### src/rtl/frame_serializer.sv
// frame_serializer: two-slot ping-pong frame buffer that emits one rounded, shifted and
// saturated sample per handshake, and counts the samples that were clipped.
module frame_serializer #(
  parameter int DATA_W = 16,
  parameter int NUM    = 8,
  parameter int SHIFT  = 4,
  parameter int OUT_W  = 12,
  parameter int IDX_W  = $clog2(NUM)
) (
  input  logic                     clk,
  input  logic                     rst_n,
  input  logic                     in_valid,
  output logic                     in_ready,
  input  logic signed [DATA_W-1:0] in_frame [0:NUM-1],
  output logic                     out_valid,
  input  logic                     out_ready,
  output logic signed [OUT_W-1:0]  out_data,
  output logic [IDX_W-1:0]         out_index,
  output logic                     out_last,
  output logic                     out_sat,
  input  logic                     sat_clr,
  output logic [15:0]              sat_count
);
  localparam logic signed [DATA_W:0]  HALF = (DATA_W+1)'(2**(SHIFT-1));
  localparam logic signed [DATA_W:0]  QMAX = (DATA_W+1)'(2**(OUT_W-1)-1);
  localparam logic signed [DATA_W:0]  QMIN = ~QMAX;
  localparam logic signed [OUT_W-1:0] OMAX = {1'b0, {(OUT_W-1){1'b1}}};
  localparam logic signed [OUT_W-1:0] OMIN = ~OMAX;
  localparam logic [IDX_W-1:0]        LAST = IDX_W'(NUM-1);
  logic signed [DATA_W-1:0] slot_q [0:1][0:NUM-1];
  logic [1:0]       occ_q, occ_d;
  logic             wr_ptr_q, wr_ptr_d, rd_ptr_q, rd_ptr_d;
  logic [IDX_W-1:0] idx_q, idx_d;
  logic [15:0]      sat_q, sat_d;
  logic signed [DATA_W:0] r, q;
  logic accept, fire, free, hi, lo;
  always_comb begin
    in_ready  = occ_q != 2'd2;
    out_valid = occ_q != 2'd0;
    accept    = in_valid && in_ready;
    fire      = out_valid && out_ready;
    free      = fire && idx_q == LAST;
    r         = {slot_q[rd_ptr_q][idx_q][DATA_W-1], slot_q[rd_ptr_q][idx_q]} + HALF;
    q         = r >>> SHIFT;
    hi        = q > QMAX;
    lo        = q < QMIN;
    out_data  = hi ? OMAX : lo ? OMIN : q[OUT_W-1:0];
    out_sat   = out_valid && (hi || lo);
    out_last  = out_valid && idx_q == LAST;
    out_index = idx_q;
    sat_count = sat_q;
    // accept and free in the same cycle cancel out
    occ_d     = (accept && !free) ? occ_q + 2'd1 : (free && !accept) ? occ_q - 2'd1 : occ_q;
    wr_ptr_d  = wr_ptr_q ^ accept;
    rd_ptr_d  = rd_ptr_q ^ free;
    idx_d     = free ? '0 : fire ? idx_q + 1'b1 : idx_q;
    sat_d     = sat_clr ? '0 : (fire && out_sat && sat_q != 16'hFFFF) ? sat_q + 16'd1 : sat_q;
  end
  always_ff @(posedge clk or negedge rst_n) begin
    if (!rst_n) begin
      occ_q    <= '0;
      wr_ptr_q <= 1'b0;
      rd_ptr_q <= 1'b0;
      idx_q    <= '0;
      sat_q    <= '0;
    end else begin
      occ_q    <= occ_d;
      wr_ptr_q <= wr_ptr_d;
      rd_ptr_q <= rd_ptr_d;
      idx_q    <= idx_d;
      sat_q    <= sat_d;
    end
  end
  always_ff @(posedge clk) begin
    if (accept)
      for (int i = 0; i < NUM; i++) slot_q[wr_ptr_q][i] <= in_frame[i];
  end
endmodule
### config.mk
export PLATFORM = sky130hd
export DESIGN_NAME = frame_serializer
export DESIGN_NICKNAME = d
export VERILOG_FILES = /design/src/rtl/frame_serializer.sv
export SDC_FILE = /design/constraint.sdc
export NUM_CORES = 1
export LEC_CHECK = 0
export ABC_AREA = 1
export BUFFER_PORTS_ARGS = -buffer_cell sky130_fd_sc_hd__clkbuf_2
export CORE_AREA = 2 2 109 190
export CTS_CLUSTER_DIAMETER = 30
export DETAILED_ROUTE_END_ITERATION = 8
export DIE_AREA = 0 0 111 192
export GPL_ROUTABILITY_DRIVEN = 0
export GPL_TIMING_DRIVEN = 1
export HOLD_SLACK_MARGIN = 0.12
export PLACE_DENSITY = 0.75
export SKIP_LAST_GASP = 1
export SLEW_MARGIN = 10
export SYNTH_ARGS = -nofsm -noshare
export SYNTH_HDL_FRONTEND = slang
export SYNTH_SLANG_ARGS = --single-unit
### constraint.sdc
create_clock -name clk -period 8 [get_ports clk]
set_input_delay 0.8 -clock clk [delete_from_list [all_inputs] [get_ports clk]]
set_output_delay 0.8 -clock clk [all_outputs]
set_load 0.01 [all_outputs]
# Word level (Yosys, flattened, before mapping)

Memory sizes are Yosys's and may differ from the RTL's.
Cells that the tools add are included.

Reduce and logical (&&, ||, !) cells: 16
Bitwise gates (word level): 3
Magnitude comparators: 3
Equality and inequality tests: 3
Multiplexer cells: 13
$add $sub $neg: 5

Operator list:

| kind                                                          | count |
|---|---|
| 2-to-1 mux 16 bit                                             | 4 |
| binary-select mux 16 bit (select 3 bit)                       | 1 |
| 2-to-1 mux 12 bit                                             | 2 |
| adder 16 x 5 -> 17 bit (second input constant)                | 1 |
| adder 16 x 1 -> 16 bit (second input constant)                | 1 |
| inequality test 16 bit (second input constant)                | 1 |
| > comparator 13 x 12 -> 1 bit (second input constant)         | 1 |
| less-than comparator 13 x 12 -> 1 bit (second input constant) | 1 |
| logical AND 1 bit                                             | 9 |
| nonzero test 2 bit                                            | 4 |
| 2-to-1 mux 3 bit                                              | 2 |
| >= comparator 4 bit (second input constant)                   | 1 |
| 2-to-1 mux 2 bit                                              | 2 |
| inverter 3 -> 4 bit                                           | 1 |
| adder 3 x 1 -> 3 bit (second input constant)                  | 1 |
| == test 3 bit (second input constant)                         | 1 |
| adder 2 x 1 -> 2 bit (second input constant)                  | 1 |
| zero test 1 bit                                               | 2 |
| 2-to-1 mux 1 bit                                              | 2 |
| inequality test 2 bit (second input constant)                 | 1 |
| subtractor 2 x 1 -> 2 bit (second input constant)             | 1 |
| XOR 1 bit                                                     | 2 |
| logical OR 1 bit                                              | 1 |

Memory bits (writable): 256
Input bits: 133
Logic and storage cells: 49
Memories kept: 1
Register bits after elaboration: 23

Memory list:

| memory | words | width | rd ports | clocked after memory_dff | wr ports | line | RTL |
|---|---|---|---|---|---|---|---|
| slot_q | 2     | 128   | 1        | 0                        | 1        | 30   | `logic signed [DATA_W-1:0] slot_q [0:1][0:NUM-1];` |

# Longest topological paths before layout

Word-level depth: 12
Depth in mapped cells: 23
Gate-level depth less buffers: 19

# Least setup slack after synthesis

No wires, ideal clock.

Kind: input port to flip-flop
Start: input port in_valid
End: memory slot_q[1][100] (netlist bit) (enable)
Path slack: 3911 ps
Buffers on the path: 0
Arrival time: 3613 ps
Stages on the path: 2
Data required time: 7525 ps
Cells stage by stage: a21boi_0 > ha_1

Cells in the longest elaborated chain, start to end: 3

Ends and longest elaborated chain:

| item                                   | line | RTL |
|---|---|---|
| from (decl)                            | 12   | `input logic in_valid,` |
| logical AND 1 bit                      | 40   | `accept = in_valid && in_ready;` |
| 2-to-1 mux 1 bit                       | 75   | `if (accept)` |
| 2-to-1 mux 1 bit (not written as such) | 76   | `for (int i = 0; i < NUM; i++) slot_q[wr_ptr_q][i] <= in_frame[i];` |
| to (decl)                              | 30   |  |

Every way passes these cells.

# Worst setup path in the final report

Start: register rd_ptr_q
End: output port out_data[2]

Cells in the longest elaborated chain, start to end: 8
Elaborated cells on any way between the ends: 9
Classes of those cells: 1 x add/sub; 2 x order compare; 5 x mux; 1 x memory

Ends and longest elaborated chain:

| item                                                     | line | RTL |
|---|---|---|
| from (decl)                                              | 32   | `logic wr_ptr_q, wr_ptr_d, rd_ptr_q, rd_ptr_d;` |
| from (signal assigned)                                   | 69   | `rd_ptr_q <= rd_ptr_d;` |
| memory read (2 x 128 bit) (*)                            | -    |  |
| binary-select mux 16 bit (select 3 bit) (*)              | 43   | `r = {slot_q[rd_ptr_q][idx_q][DATA_W-1], slot_q[rd_ptr_q][idx_q]} + HALF;` |
| 2-to-1 mux 16 bit (not written as such) (*) (2 in a row) | 43   |  |
| adder 16 x 5 -> 17 bit (*)                               | 43   |  |
| less-than comparator 13 x 12 -> 1 bit                    | 46   | `lo = q < QMIN;` |
| 2-to-1 mux 12 bit                                        | 47   | `out_data = hi ? OMAX : lo ? OMIN : q[OUT_W-1:0];` |
| 2-to-1 mux 12 bit (*)                                    | 47   |  |
| to (decl)                                                | 17   | `output logic signed [OUT_W-1:0] out_data,` |

Mark *: on every way between the ends. The rest lies on a longest branch, timed or not. The select of a mux whose other input is x is not followed.

==> results.md <==
GRT:
- Entering global routing, the biggest net connects 73 pins.
- Global routing used approximately 22% of the available tracks across all layers.
- The number of antenna violations at the first check in global routing is 2.
- The first global-routing pass estimated around 37000 um of wire.
- The total congestion overflow is 0.
- The number of global-route vias before repair is roughly 7400.

Worst setup path:
- The timing endpoint of the critical path is out_data[2].
- The type of origin of the critical path is a flop.
- The largest fanout on the critical path is 72.
- The critical path goes through inv_2, buf_4, o21ai_0, o211ai_1, nand3_1, nand2_1, ha_1, nand2_1, nor2_4, nand3_1, nand2_1, nand2_1, nand2_2, o21ai_0, clkbuf_2.
- The launch point of the critical path is rd_ptr_q$_DFF_PN0_.
- The setup check on the worst reg-to-reg path leaves a slack of approximately 3.7 ns.
- On the worst path, the slowest cell contributes a delay of about 0.72 ns.
- For this design, the slowest cell found on the critical path is sky130_fd_sc_hd__dfrtp_4.
- For the worst setup path, the data required time is between 7 and 8 ns.
- The kind of end point of the critical path is a primary output.
- The type of the worst setup path is reg -> out.
- The cell type with the highest occurrence count on the critical path is sky130_fd_sc_hd__nand2_1.
- In this run the critical register-to-register path is captured at sat_count[11]$_DFFE_PN0P_.
- The worst path arrival time is around 4.4 ns.
- Counting cells, the worst reg-to-reg path comes to 18.
- The worst register-to-register path begins at rd_ptr_q$_DFF_PN0_.

Logic synthesis:
- The number of enable-type register cells in the synthesized netlist is around 210.
- The top cell type's share of synthesized area is approximately 60%.
- Counting every instance in the synthesized netlist gives between 900 and 1000.
- The post-synthesis async set-or-reset flop share is 9.96%.
- The mean area per synthesized cell is 10.5 um2.
- The number of nets in the synthesized netlist is 1127.
- The post-synthesis register bit count is 231.
- In this run the cell area of the synthesized design comes to slightly above 10000 um2.
- Among all flip-flop cells after synthesis, the most frequent one is sky130_fd_sc_hd__edfxtp_1.
- During synthesis, Yosys emitted a total of 0 warnings.
- Of the synthesized area, sequential elements account for ~66%.
- The cell type with the largest total area after synthesis is sky130_fd_sc_hd__edfxtp_1.
- The number of different library cells used by synthesis comes to 35.
- In the post-synthesis netlist, the biggest area contributors are sky130_fd_sc_hd__edfxtp_1 60%, sky130_fd_sc_hd__nand2_1 10%, sky130_fd_sc_hd__nand3_1 6.0%, sky130_fd_sc_hd__dfrtp_1 5.6%, sky130_fd_sc_hd__nor2_1 3.2%.

Clock network:
- TritonCTS built the clock tree.
- The TritonCTS buffer count is 30.
- Clock-pin slew was measured on the worst setup and hold paths at 0.06 ns.
- The number of buffers inserted by hold repair at cts is 0.
- The number of setup buffers added after CTS is 0.
- The largest buffer count on any clock path is 3.
- The count of instances resized after the clock tree is built is 0.
- The worst-skew pair later-pin latency is around 0.55 ns.
- The root buffer cell chosen for the clock tree is sky130_fd_sc_hd__clkbuf_16.
- The total number of clock tree sinks is 231.
- The number of H-tree branching levels is 1.

Floorplanning:
- The chip width is between 100 and 150 um.
- The die is 192 um tall.
- For this design the top-level I/O count stands at around 170.
- The initial cell density of the core is 52.5%.
- The floorplan row count is 68.
- The die covers between 20000 and 25000 um2.
- The floorplan step defined a core boundary enclosing between 15000 and 20000 um2.

Flow run:
- The tool flagged a number of max-cap violations equal to 0.

STA:
- The relative slew slack is slightly above 40%.
- The number of hold-slack violations in the final timing report is 0.
- The worst path uses approximately two thirds of the clock period.
- The time the worst path needs with I/O delays and setup is approximately 5.2 ns.
- The worst clock skew on the final layout is 0.00857 ns.
- Adding up every negative setup slack in the final design gives 0 ns.
- The smallest hold slack is between 0.2 and 0.3 ns.
- The total count of max-transition violations in the final report is 0.
- The count of final setup violators is 0.
- For the pin with the worst max-slew slack, the measured transition is 0.891 ns.
- Setup repair after global routing left no endpoint under its margin.
- Static timing analysis puts the maximum clock frequency at about 0.19 GHz.

Cells and area:
- The area added between synthesis and finish is 17.9%.
- The fraction of layout cells with a size suffix above 1 is around 19%.
- The library cells used most frequently in the layout, excluding fill and tap cells, are 284 x sky130_fd_sc_hd__nand2_1, 208 x sky130_fd_sc_hd__edfxtp_1, 143 x sky130_fd_sc_hd__clkbuf_2.
- The most common library cell in the layout ignoring fill and taps is sky130_fd_sc_hd__nand2_1.
- After the last flow step, the layout net total stands at 1263.
- After routing the design area is about 12000 um2.

Detailed routing:
- Dividing the detail-routed via count by the number of cells gives approximately 5.3.
- The number of iterations in the first detailed-routing pass is 7.
- Summing over every cut layer, the via total after detailed routing is between 7000 and 8000.
- In the final routed layout, each cell accounts on average for between 15 and 20 um.
- The count of antenna-violating nets left after detailed routing is 0.
- The total detailed-routing wirelength is 23900 um.
- The initial detailed-routing violation count is 572.
- In the routed design, unresolved DRC markers number 0.

Hold path:
- The path class of the tightest hold or removal check is in -> async.

Run status:
- The flow ran to the end, and the final reports show no timing, DRC or antenna violations.

Pwr:
- The peak supply drop is 0.225 mV.
- The areal power density over the cells is 393 nW/um2.
- In this run the static leakage power is 5.15 nW.

Placed design:
- The half-perimeter wire length after detailed placement is about 15000 um.
- In this run the tool buffered the top-level ports with 143 buffer cells.
- The placed instances occupy a cell area of approximately 11000 um2.
worst max-delay path: cells and delay by family, from the launching register on:
kind	cells	cell delay [ns]
fa+ha+maj	1	0.20
flops	1	0.72
simple gates	8	0.98
buf+inv	3	1.26
compound gates	3	0.64
synthesized netlist by cell type, types with 4 or more instances:
cell,number
sky130_fd_sc_hd__a21oi_1,6
sky130_fd_sc_hd__buf_2,19
sky130_fd_sc_hd__buf_4,6
sky130_fd_sc_hd__buf_6,8
sky130_fd_sc_hd__clkbuf_1,12
sky130_fd_sc_hd__dfrtp_1,23
sky130_fd_sc_hd__edfxtp_1,208
sky130_fd_sc_hd__ha_1,7
sky130_fd_sc_hd__inv_1,84
sky130_fd_sc_hd__nand2_1,284
sky130_fd_sc_hd__nand2_2,5
sky130_fd_sc_hd__nand3_1,124
sky130_fd_sc_hd__nand4_1,4
sky130_fd_sc_hd__nor2_1,89
sky130_fd_sc_hd__nor3_1,5
sky130_fd_sc_hd__o211ai_1,17
sky130_fd_sc_hd__o21ai_0,34
sky130_fd_sc_hd__o21ai_1,9
sky130_fd_sc_hd__xnor2_1,5
sky130_fd_sc_hd__xor2_1,18
worst min path at each step:
stage                                           to  slack [ns]
after floorplan               occ_q[0]$_DFFE_PN0P_        0.47
after global placement        occ_q[0]$_DFFE_PN0P_        0.48
after detailed placement      occ_q[0]$_DFFE_PN0P_        0.49
after CTS                 out_index[0]$_DFFE_PN0P_        0.25
after global routing      out_index[1]$_DFFE_PN0P_        0.29
final                     out_index[0]$_DFFE_PN0P_        0.26
area by class of cell:
type	count	area, um2
fill	1561	7480
sequential	231	6830
multi-input combinational	620	2910
clock buffer	32	779
timing repair buffer	151	776
inverter	89	334
tap	245	307
clock inverter	24	234
antenna	2	5.00
layer usage:
layer  global-route usage [%]  up-vias  wire, um  share of wire (%)
met3                     3.53       48      1330                5.6
met5                        0        -         0                  0
li1                         -     3603         -                  -
met4                     11.2        0       895                3.8
met2                     40.1      240     12600                 53
met1                     26.0     3456      9060                 38
state kept, by name (all words and copies together) (netlist names):
signal and flops:
slot_q 208, sat_count 16, wr_ptr_q 1, rd_ptr_q 1, out_index 3, occ_q 2
where the power goes:
part	internal, mW	switching, mW	total (mW)
Clock	0.766	0.555	1.32
Combinational	0.515	1.18	1.70
Sequential	1.63	0.128	1.76
through the flow:
stage               power (mW)  setup WS (ns)  util, %  std cells
CTS                       4.83           2.74     61.9       1392
global route              5.10           2.46     61.9       1394
finish                    4.78           2.80     61.9       1394
global placement          3.45           3.44     56.8       1336
detailed placement        3.50           3.34     56.8       1336
floorplan                 2.97           3.91        -        987
cells by family (layout without fill, tap and decap cells):
family                   after synthesis  in the layout  synth area share, %
adder cells (fa/ha/maj)                7              7                0.848
buffers and inverters                136            296                 5.97
flip-flops                           231            231                 66.1
AND/OR/NAND/NOR                      520            520                 21.3
other                                  0              2                    0
AO/OA/AOI/OAI                         70             70                 3.91
XOR/XNOR                              23             23                 1.95
No activity file was read; power rests on OpenSTA's default activity.
